$ cat config.mk
export PLATFORM = sky130hd
export DESIGN_NAME = serial_fadder
export DESIGN_NICKNAME = d
export VERILOG_FILES = /design/src/rtl/serial_fadder_pkg.sv /design/src/rtl/fadder_cell.sv /design/src/rtl/serial_fadder.sv
export SDC_FILE = /design/constraint.sdc
export NUM_CORES = 1
export LEC_CHECK = 0
export ABC_AREA = 1
export CORE_MARGIN = 2
export CORE_UTILIZATION = 53
export DETAILED_ROUTE_END_ITERATION = 10
export GPL_ROUTABILITY_DRIVEN = 0
export PLACE_DENSITY_LB_ADDON = 0.25
export SYNTH_ARGS = -nofsm -noshare
export SYNTH_HDL_FRONTEND = slang
export SYNTH_SLANG_ARGS = --single-unit
$ cat constraint.sdc
create_clock -name clk -period 2.47 [get_ports clk]
set_clock_uncertainty 0.1 [all_clocks]
set_input_delay 0.247 -clock clk [delete_from_list [all_inputs] [get_ports clk]]
set_output_delay 0.247 -clock clk [all_outputs]
set_load 0.005 [all_outputs]
$ cat src/rtl/serial_fadder_pkg.sv
// Shared types and helpers for the bit-serial adder.
package serial_fadder_pkg;

  typedef enum logic {
    IDLE = 1'b0,
    RUN  = 1'b1
  } state_t;

  // Width of the bit counter; counts 0..w-1, never wraps.
  function automatic int unsigned count_width(input int unsigned w);
    return (w < 2) ? 1 : $clog2(w);
  endfunction

endpackage

$ cat src/rtl/fadder_cell.sv
// Combinational one-bit full adder.
module fadder_cell (
  input  logic a,
  input  logic b,
  input  logic cin,
  output logic sum,
  output logic cout
);

  // Sum is the parity of the inputs; carry is their majority.
  always_comb begin
    sum  = a ^ b ^ cin;
    cout = (a & b) | (a & cin) | (b & cin);
  end

endmodule

$ cat src/rtl/serial_fadder.sv
// Bit-serial adder: one operand bit pair per clock, LSB first, carry kept
// in a register; presents the full word and carry-out on completion.
module serial_fadder
  import serial_fadder_pkg::*;
#(
  parameter int unsigned WIDTH = 8
) (
  input  logic             clk,
  input  logic             rst_n,
  input  logic             start_i,
  input  logic             cin_i,
  input  logic             bit_valid_i,
  input  logic             a_i,
  input  logic             b_i,
  output logic             sum_o,
  output logic             sum_valid_o,
  output logic [WIDTH-1:0] word_o,
  output logic             cout_o,
  output logic             done_o,
  output logic             busy_o
);

  localparam int unsigned CW = count_width(WIDTH);
  localparam logic [CW-1:0] LAST = CW'(WIDTH - 1);

  state_t           state;
  logic             carry;
  logic [CW-1:0]    count;
  logic [WIDTH-1:0] shreg;
  logic [WIDTH-1:0] shifted;
  logic             cell_sum;
  logic             cell_cout;

  fadder_cell u_cell (
    .a    (a_i),
    .b    (b_i),
    .cin  (carry),
    .sum  (cell_sum),
    .cout (cell_cout)
  );

  // New sum bit enters at the MSB so the first bit reaches bit 0 after WIDTH shifts.
  always_comb begin
    shifted = {cell_sum, shreg[WIDTH-1:1]};
  end

  // Control FSM plus datapath registers; all outputs registered.
  always_ff @(posedge clk or negedge rst_n) begin
    if (!rst_n) begin
      state       <= IDLE;
      carry       <= 1'b0;
      count       <= '0;
      shreg       <= '0;
      sum_o       <= 1'b0;
      sum_valid_o <= 1'b0;
      word_o      <= '0;
      cout_o      <= 1'b0;
      done_o      <= 1'b0;
      busy_o      <= 1'b0;
    end else begin
      sum_valid_o <= 1'b0;
      done_o      <= 1'b0;
      case (state)
        IDLE: begin
          if (start_i) begin
            carry  <= cin_i;
            count  <= '0;
            shreg  <= '0;
            busy_o <= 1'b1;
            state  <= RUN;
          end
        end
        RUN: begin
          if (bit_valid_i) begin
            sum_o       <= cell_sum;
            sum_valid_o <= 1'b1;
            carry       <= cell_cout;
            shreg       <= shifted;
            if (count == LAST) begin
              word_o <= shifted;
              cout_o <= cell_cout;
              done_o <= 1'b1;
              busy_o <= 1'b0;
              state  <= IDLE;
            end else begin
              count <= count + 1'b1;
            end
          end
        end
        default: begin
          state  <= IDLE;
          busy_o <= 1'b0;
        end
      endcase
    end
  end

endmodule

==> PnR_summary.wiki, run 1 <==
{| class="wikitable"
! Metric !! Value
|-
| Hold-fix buffers at CTS || 0
|-
| Synth-to-layout area growth || 22.0%
|-
| Number of nets in the synthesized netlist || 117
|-
| Type of origin of the critical path || flip-flop
|-
| Maximum number of pins on one net before global-route repair || 26
|-
| Total number of vias || 743
|-
| Family with the most delay on the worst path || buffers and inverters
|-
| Vias/cell || 4.76
|-
| Cells taking the most area after synthesis || dfrtp_1 (59%), nand2_1 (14%), o21ai_2 (5.7%)
|-
| Data arrival at the endpoint of the critical path || 1190 ps
|-
| Post-detailed-placement cell area || 1280 µm²
|-
| Via count of the first global-routing pass || 751
|-
| Chip width || 48.9 µm
|-
| Clk slew on worst S/H paths || 130 ps
|-
| Number of buffers inserted by port buffering || 19
|-
| Aggregate global-route resource usage || 18.1%
|-
| Critical path fanouts, max || 2
|-
| Hold crit path type || in -> async
|-
| Predominant post-synthesis flop cell || dfrtp_1
|-
| Std-Cell Rows || 16
|-
| Critical register-to-register path startpoint || count[0]
|-
| MaxCap Viol Count || 0
|-
| Synth top cells by count || nand2_1 (40), dfrtp_1 (25), inv_1 (14), o21ai_0 (7), o21ai_2 (7)
|-
| Class of the most critical setup path || reg -> out
|-
| H-tree depth || 1
|-
| Launching instance or port of the critical path || sum_o
|-
| Source-to-sink clock delay at the later pin of the worst-skew pair || 310 ps
|-
| Detailed Route Iter0 Violations || 11
|-
| Number of antenna cells inserted || 0
|-
| Height of the chip || 48.9 µm
|-
| Cell area after synthesis || 1070 µm²
|-
| CP cell instances || clkdlybuf4s50_1
|-
| Synth top area share || 58.6%
|-
| Most area-hungry cell type in the Yosys netlist || dfrtp_1
|-
| Count leader, synth || nand2_1
|-
| Transition time of the tightest slew-check pin || 306 ps
|-
| Cells after Synth || 107
|-
| Register-to-register setup slack || 950 ps
|-
| Crit share post-route || 62.1%
|-
| Number of distinct library cells after synthesis || 15
|-
| Area of the core || 1920 µm²
|-
| CTS Root Buffer Type || clkbuf_4
|-
| Number of clock sinks || 25
|-
| I/O pin count || 20
|-
| Leakage || 0.653 nW
|-
| Final sum of negative setup slack || 0 ps
|-
| Final net count || 140
|-
| Cell type of the slowest stage on the worst timing path || clkdlybuf4s50_1
|-
| Max Clk Rate || 652 MHz
|-
| Number of storage elements in the synthesis netlist || 25
|-
| Clock tree buffer depth || 2
|-
| Max-slew violation total from the final report || 0
|-
| Routed len/inst || 12.1 µm
|-
| Share of post-route cells with drive strength above 1 || 10.9%
|-
| Finished Cell Area || 1300 µm²
|-
| Final hold viol count || 0
|-
| Count of unresolved DRC violations after routing || 0
|-
| Antenna violations before repair || 0
|-
| Capture instance of the worst register-to-register path || count[0]
|-
| Overflow left after global routing || 0
|-
| WP data required || 2120 ps
|-
| Final wirelength || 1880 µm
|-
| Buf+Inv Stages, Crit Path || 1
|-
| Clock tree from TritonCTS || built
|-
| Warnings from Yosys || 0
|-
| Async set-or-reset flop fraction in the synthesized netlist || 100%
|-
| Path length in cells of the critical path || 1
|-
| Status || finished clean
|-
| Largest stage delay on the critical path || 500 ps
|-
| Number of fill cells || 166
|-
| First-pass detailed-route iteration total || 4
|-
| Sequential area share after synthesis || 58.6%
|-
| Worst setup endpoint || sum_o
|-
| PostCTS Resize Cnt || 0
|-
| Number of enable-type register cells in the synthesized netlist || 0
|-
| Number of antenna-violating nets in the routed design || 0
|-
| Post-CTS setup repair buffer count || 0
|-
| Headroom to the max-slew limit || 79.6%
|-
| Syn_area_per_cell || 9.97 µm²
|-
| Area enclosed by the die boundary || 2390 µm²
|-
| Global-route wire length before repair || 3400 µm
|-
| Number of setup violations in the final report || 0
|-
| Minimum clock period || 1530 ps
|-
| RSZ-0062 raised after global routing || false
|-
| Length in cells of the worst reg-to-reg path || 6
|-
| Initial core utilization || 55.5%
|-
| Final HPWL DP || 1410 µm
|-
| Power per cell area || 1020 nW/µm²
|-
| Max VDD drop || 0.668 mV
|-
| Nature of the critical path endpoint || output port
|-
| CTS Buf Count || 3
|}
[power by group]
group	switching [mW]	internal [mW]
clock	0.113	0.0630
sequential	0.0967	0.570
combinational	0.237	0.250
total	0.447	0.883
[cell usage in the layout (no fill, tap or decap), types with 2 or more instances in the layout]
cell	instances
o21ai_2	7
clkbuf_4	3
nand2_1	40
clkdlybuf4s50_1	19
nand4_1	3
inv_1	14
nand3_1	2
ha_1	2
dfrtp_1	25
o21ai_0	7
[how the worst min path moves through the flow]
stage | end | depth (start not counted)
4_1_cts | count[2] | 2
6_report | sum_valid_o | 2
3_3_place_gp | busy_o | 2
3_5_place_dp | busy_o | 2
2_1_floorplan | busy_o | 0
5_1_grt | sum_valid_o | 2
[logic make-up after synthesis]
kind of cell | share of synthesized area (%)
buffers and inverters | 8.09
AND/OR/NAND/NOR | 20.0
adder cells (fa/ha/maj) | 4.22
flip-flops | 58.6
AO/OA/AOI/OAI | 9.03
[layer usage]
metal  track usage, %  wire, µm
met5                0         0
met4             4.29        12
met3             4.29        83
met2             31.7       918
met1             22.5       866
[metrics by stage]
step	instances	total power, mW	hold slack (ps)	worst slack (ps)	util (%)
detailed placement	152	1.17	366	834	66.4
CTS	156	1.35	203	921	67.8
global placement	152	1.14	357	848	66.4
floorplan	107	0.931	-149	1140	-
global route	156	1.45	213	855	67.8
finish	156	1.33	188	936	67.8
[layout make-up]
class / instances / area (µm²) / share of cell area, %
clock buffer: 4 / 26.3 / 2.02
multi-input combinational: 65 / 355 / 27.3
timing repair buffer: 20 / 198 / 15.2
tap: 27 / 33.8 / 2.59
inverter: 15 / 63.8 / 4.90
sequential: 25 / 626 / 48.0
[flip-flops by register name, summed over array words and instances, names as in the netlist]
name / count
word_o: 8
cout_o: 1
count: 3
sum_valid_o: 1
carry: 1
busy_o: 1
done_o: 1
shreg: 7
state: 1
sum_o: 1
No activity file was read; power rests on OpenSTA's default activity.
==> inputs of run 2 (changes only) <==
CORE_UTILIZATION = 50   (was 53)
clock period = 1.5 ns   (was 2.47 ns; I/O delays follow)
==> run 2 against run 1 <==
Effect of this change: cell area grew 5.9%; global-route usage is 1.2 points lower; core utilization grew 1.8 points; clock power is 68% higher; critical path depth did not move; largest power group unchanged; combinational power is 72% higher; non-clock buffer count increased by 7; largest cell class unchanged.
==> PnR_summary.wiki, run 2 (synthesized netlist as in run 1, its figures left out) <==
{| class="wikitable"
! Metric !! Value
|-
| Total number of vias || 764
|-
| Global-route wire length before repair || 3170 µm
|-
| Final HPWL DP || 1240 µm
|-
| Max-slew violation total from the final report || 0
|-
| Commonest non-fill, non-tap cells in the layout || nand2_1 (40), dfrtp_1 (25), clkdlybuf4s50_1 (17)
|-
| Switching power total || 734 µW
|-
| Largest registers in the final layout || word_o x8, shreg x7, count x3
|-
| Source-to-sink clock delay at the later pin of the worst-skew pair || 310 ps
|-
| Buf+Inv Stages, Crit Path || 1
|-
| Hold crit path type || in -> async
|-
| Count of unresolved DRC violations after routing || 0
|-
| Register name with the most flops || word_o
|-
| Clock network fraction of design power || 13.3%
|-
| Final wirelength || 1740 µm
|-
| Transition time of the tightest slew-check pin || 302 ps
|-
| Height of the chip || 50.2 µm
|-
| Vias/cell || 4.69
|-
| Largest stage delay on the critical path || 510 ps
|-
| Nature of the critical path endpoint || output port
|-
| RSZ-0062 raised after global routing || false
|-
| Critical path fanouts, max || 2
|-
| Routed len/inst || 10.7 µm
|-
| Cell-internal power || 1.49 mW
|-
| I/O pin count || 20
|-
| Detailed Route Iter0 Violations || 12
|-
| Area enclosed by the die boundary || 2520 µm²
|-
| Leakage || 0.717 nW
|-
| Number of antenna-violating nets in the routed design || 0
|-
| Share of post-route cells with drive strength above 1 || 16.9%
|-
| WP data required || 1250 ps
|-
| Headroom to the max-slew limit || 79.9%
|-
| Max VDD drop || 1.12 mV
|-
| Chip width || 50.2 µm
|-
| Number of clock sinks || 25
|-
| Clock tree from TritonCTS || built
|-
| Register-to-register setup slack || 110 ps
|-
| Number of antenna cells inserted || 0
|-
| Final Core Density || 69.6%
|-
| Maximum number of pins on one net before global-route repair || 26
|-
| Setup slack after layout || 48.2 ps
|-
| Share of power burned in combinational logic || 37.7%
|-
| H-tree depth || 1
|-
| Largest register FFs || 8
|-
| Clock tree buffer depth || 2
|-
| Std-Cell Rows || 16
|-
| Share of power burned in registers || 48.9%
|-
| MaxCap Viol Count || 0
|-
| Final hold viol count || 0
|-
| Placement Setup Slack || 1.68 ps
|-
| Antenna violations before repair || 0
|-
| Final net count || 147
|-
| Switching Share || 33.1%
|-
| Family with the most delay on the worst path || buffers and inverters
|-
| Type of origin of the critical path || flip-flop
|-
| Area of the core || 1980 µm²
|-
| Number of buffers inserted by port buffering || 19
|-
| Synth-to-layout area growth || 29.2%
|-
| Number of setup violations in the final report || 0
|-
| Final sum of negative setup slack || 0 ps
|-
| Number of fill cells || 159
|-
| Max Clk Rate || 689 MHz
|-
| Initial core utilization || 53.9%
|-
| Minimum clock period || 1450 ps
|-
| Overflow left after global routing || 0
|-
| Data arrival at the endpoint of the critical path || 1200 ps
|-
| CTS Buf Count || 3
|-
| First-pass detailed-route iteration total || 4
|-
| CTS Root Buffer Type || clkbuf_4
|-
| Cell type of the slowest stage on the worst timing path || clkdlybuf4s50_1
|-
| Aggregate global-route resource usage || 16.8%
|-
| Most common library cell in the layout ignoring fill and taps || nand2_1
|-
| Clk slew on worst S/H paths || 130 ps
|-
| Class of the most critical setup path || reg -> out
|-
| CP cell instances || clkdlybuf4s50_1
|-
| Status || finished clean
|-
| Pwr Total || 2.22 mW
|-
| Via count of the first global-routing pass || 728
|-
| Crit share post-route || 96.8%
|-
| Power per cell area || 1610 nW/µm²
|}
[run 2: through the flow]
stage / hold WS, ps / instance area [µm²] / cells
CTS: 87.3 / 1360 / 161
detailed placement: 366 / 1280 / 153
finish: 80.9 / 1380 / 163
global route: 90.3 / 1380 / 163
global placement: 364 / 1280 / 153
floorplan: -246 / 1070 / 107
[run 2: per-layer routing]
layer  share of wire, %  up-vias  track usage (%)
met3                3.6        4             2.08
met2                 49       17             27.6
met4                1.4        0             6.94
li1                   -      393                -
met5                  0        -                0
met1                 46      350             22.5
[run 2: final cells by class]
type	count	area, µm²	area share (%)
multi-input cells	65	358	26.0
clock buffers	3	22.5	1.63
flip-flops and latches	25	626	45.4
inverters	15	63.8	4.63
well taps	27	33.8	2.45
repair buffers	27	268	19.4
clock inverters	1	7.51	0.544
[run 2: what timing repair did]
item / CTS / global route
endpoints found under the setup margin: 1 / 6
gates resized for setup: 0 / 3
setup buffers: 4 / 2
pin swaps: 1 / 0
hold endpoints to repair: 0 / 0
hold buffers: 0 / 0
gates cloned: 0 / 0
[run 2: power groups by stage]
stage	logic [mW]	registers [mW]	clock network (mW)
after CTS	0.820	1.09	0.309
after global placement	0.779	1.10	0
after global routing	0.957	1.12	0.339
final	0.838	1.09	0.296
after detailed placement	0.796	1.11	0
after floorplan	0.452	1.08	0
[run 2: worst paths after layout]
check / start / end / depth (start not counted)
hold / removal: rst_n / count[0] / 2
setup / recovery: sum_o / sum_o / 1
max in group asynchronous: rst_n / word_o[5] / 2
hold reg to reg: busy_o / busy_o / 2
setup reg to reg: count[0] / count[0] / 6
min in group clk: start_i / busy_o / 3
==> inputs of run 3 (changes only) <==
ABC_AREA = 0   (was 1)
CAP_MARGIN = 10   (was unset)
CORE_UTILIZATION = 51   (was 50)
==> run 3 against run 2 <==
Effect of this change: the flow now finishes with violations (setup timing); critical path depth grew 3; total power rose by 9.2%; non-clock buffer count up 5; hold slack lost 6.9 ps; fmax fell by 4.6%; critical path type is now reg -> reg.
==> PnR_summary.wiki, run 3 <==
{| class="wikitable"
! Metric !! Value
|-
| Capture instance of the worst register-to-register path || word_o[3]
|-
| Cells after Synth || 82
|-
| Class of the most critical setup path || reg -> reg
|-
| Routed len/inst || 14.4 µm
|-
| Max-slew violation total from the final report || 0
|-
| Antenna violations before repair || 0
|-
| Final hold viol count || 0
|-
| Number of storage elements in the synthesis netlist || 25
|-
| Type of origin of the critical path || flip-flop
|-
| Chip width || 51.5 µm
|-
| Synth-to-layout area growth || 30.0%
|-
| Post-detailed-placement cell area || 1460 µm²
|-
| Number of antenna cells inserted || 0
|-
| Warnings from Yosys || 0
|-
| Count leader, synth || dfrtp_1
|-
| Hold crit path type || in -> async
|-
| Number of buffers inserted by port buffering || 19
|-
| Share of post-route cells with drive strength above 1 || 31.6%
|-
| CTS Root Buffer Type || clkbuf_4
|-
| Area of the core || 2170 µm²
|-
| RSZ-0062 raised after global routing || true
|-
| Data arrival at the endpoint of the critical path || 1640 ps
|-
| I/O pin count || 20
|-
| Initial core utilization || 53.1%
|-
| Register-to-register setup slack || -20 ps
|-
| Launching instance or port of the critical path || count[1]
|-
| Async set-or-reset flop fraction in the synthesized netlist || 100%
|-
| Clock tree from TritonCTS || built
|-
| Largest register FFs || 8
|-
| Total instance count after detailed placement || 137
|-
| Sequential area share after synthesis || 54.3%
|-
| WP data required || 1610 ps
|-
| Count of non-filler cells in the finished layout || 142
|-
| CTS Buf Count || 3
|-
| Cell area after synthesis || 1150 µm²
|-
| Pwr Total || 2.43 mW
|-
| Final Core Density || 69.0%
|-
| Final HPWL DP || 1510 µm
|-
| Synth top cells by count || dfrtp_1 (25), mux2_2 (12), mux2i_1 (8), a22o_1 (5)
|-
| Transition time of the tightest slew-check pin || 375 ps
|-
| Area enclosed by the die boundary || 2660 µm²
|-
| Critical register-to-register path startpoint || count[1]
|-
| Total number of vias || 740
|-
| Syn_area_per_cell || 14.1 µm²
|-
| Power per cell area || 1620 nW/µm²
|-
| Clk slew on worst S/H paths || 130 ps
|-
| Final net count || 125
|-
| Worst setup endpoint || word_o[3]
|-
| Number of clock sinks || 25
|-
| Most common library cell in the layout ignoring fill and taps || dfrtp_1
|-
| Headroom to the max-slew limit || 75.0%
|-
| Critical path fanouts, max || 10
|-
| Final sum of negative setup slack || -128 ps
|-
| Via count of the first global-routing pass || 782
|-
| Finished Cell Area || 1500 µm²
|-
| Clock tree buffer depth || 2
|-
| Largest registers in the final layout || word_o x8, shreg x7, count x3
|-
| H-tree depth || 1
|-
| Nature of the critical path endpoint || flip-flop
|-
| Length in cells of the worst reg-to-reg path || 4
|-
| Count of unresolved DRC violations after routing || 0
|-
| Number of antenna-violating nets in the routed design || 0
|-
| Number of fill cells || 172
|-
| Synth top area share || 54.3%
|-
| Placement Setup Slack || -134 ps
|-
| Hold-fix buffers at CTS || 0
|-
| Detailed Route Iter0 Violations || 5
|-
| Number of enable-type register cells in the synthesized netlist || 0
|-
| Global-route wire length before repair || 3630 µm
|-
| Leakage || 0.740 nW
|-
| Setup slack after layout || -22.2 ps
|-
| MaxCap Viol Count || 0
|-
| Minimum clock period || 1520 ps
|-
| Cells taking the most area after synthesis || dfrtp_1 (54%), mux2_2 (12%), mux2i_1 (6.9%)
|-
| Maximum number of pins on one net before global-route repair || 26
|-
| Commonest non-fill, non-tap cells in the layout || dfrtp_1 (25), clkdlybuf4s50_1 (17), buf_4 (13)
|-
| First-pass detailed-route iteration total || 3
|-
| Hold slack final || 74.1 ps
|-
| Crit share post-route || 101%
|-
| Status || finished, violations left
|-
| Number of distinct library cells after synthesis || 24
|-
| Height of the chip || 51.5 µm
|-
| Number of setup violations in the final report || 9
|-
| Max Clk Rate || 657 MHz
|-
| Aggregate global-route resource usage || 19.0%
|-
| Predominant post-synthesis flop cell || dfrtp_1
|-
| Most area-hungry cell type in the Yosys netlist || dfrtp_1
|-
| Std-Cell Rows || 17
|-
| Source-to-sink clock delay at the later pin of the worst-skew pair || 310 ps
|-
| Register name with the most flops || word_o
|-
| Failing checks || setup timing
|-
| Number of nets in the synthesized netlist || 92
|-
| Overflow left after global routing || 0
|-
| Max VDD drop || 1.24 mV
|-
| Vias/cell || 5.21
|-
| Final wirelength || 2040 µm
|}
[run 3: logic make-up (layout without fill, tap and decap cells)]
kind of cell	Yosys count	in the layout	synth area share, %
flops	25	25	54.3
mux	22	22	21.3
simple gates	17	17	10.8
compound gates	10	10	7.06
buf+inv	5	37	2.71
fa+ha+maj	3	3	3.91
[run 3: cell type report]
cell class | instances | area [µm²] | share of cell area (%)
repair buffers | 32 | 293 | 19.5
clock buffers | 4 | 26.3 | 1.75
inverters | 1 | 3.75 | 0.251
well taps | 28 | 35.0 | 2.34
multi-input cells | 52 | 514 | 34.3
flip-flops and latches | 25 | 626 | 41.8
[run 3: repair_timing]
action                     CTS  global route
gates resized for setup      0             3
setup endpoints to repair   10            12
pin swaps                    4             1
setup buffers                1             0
[run 3: layer usage]
| layer | up-vias | global-route usage [%] | share of wire (%) |
|---|---|---|---|
| met4 | 0 | 7.89 | 1.3 |
| met2 | 9 | 29.9 | 49 |
| li1 | 360 | - | - |
| met5 | - | 0 | 0 |
| met1 | 367 | 26.1 | 47 |
| met3 | 4 | 3.45 | 2.5 |
[run 3: critical path, stage by stage (launching register included)]
cell     delay [ps]
dfrtp_1         410
ha_2            200
ha_4            180
nand3_4         170
mux2_2          360
[run 3: worst min-delay path by stage]
stage	cells after the start	slack, ps	to	start
after floorplan	0	-250	busy_o	rst_n
after global placement	1	390	cout_o	cout_o
after detailed placement	1	390	word_o[2]	word_o[2]
after CTS	2	80	count[2]	rst_n
after global routing	2	110	count[2]	rst_n
final	2	70	count[2]	rst_n
[run 3: report_power, final]
part           switching [mW]  internal [mW]
clock network           0.191          0.104
logic                   0.319          0.664
registers               0.205          0.942
total                   0.715           1.71
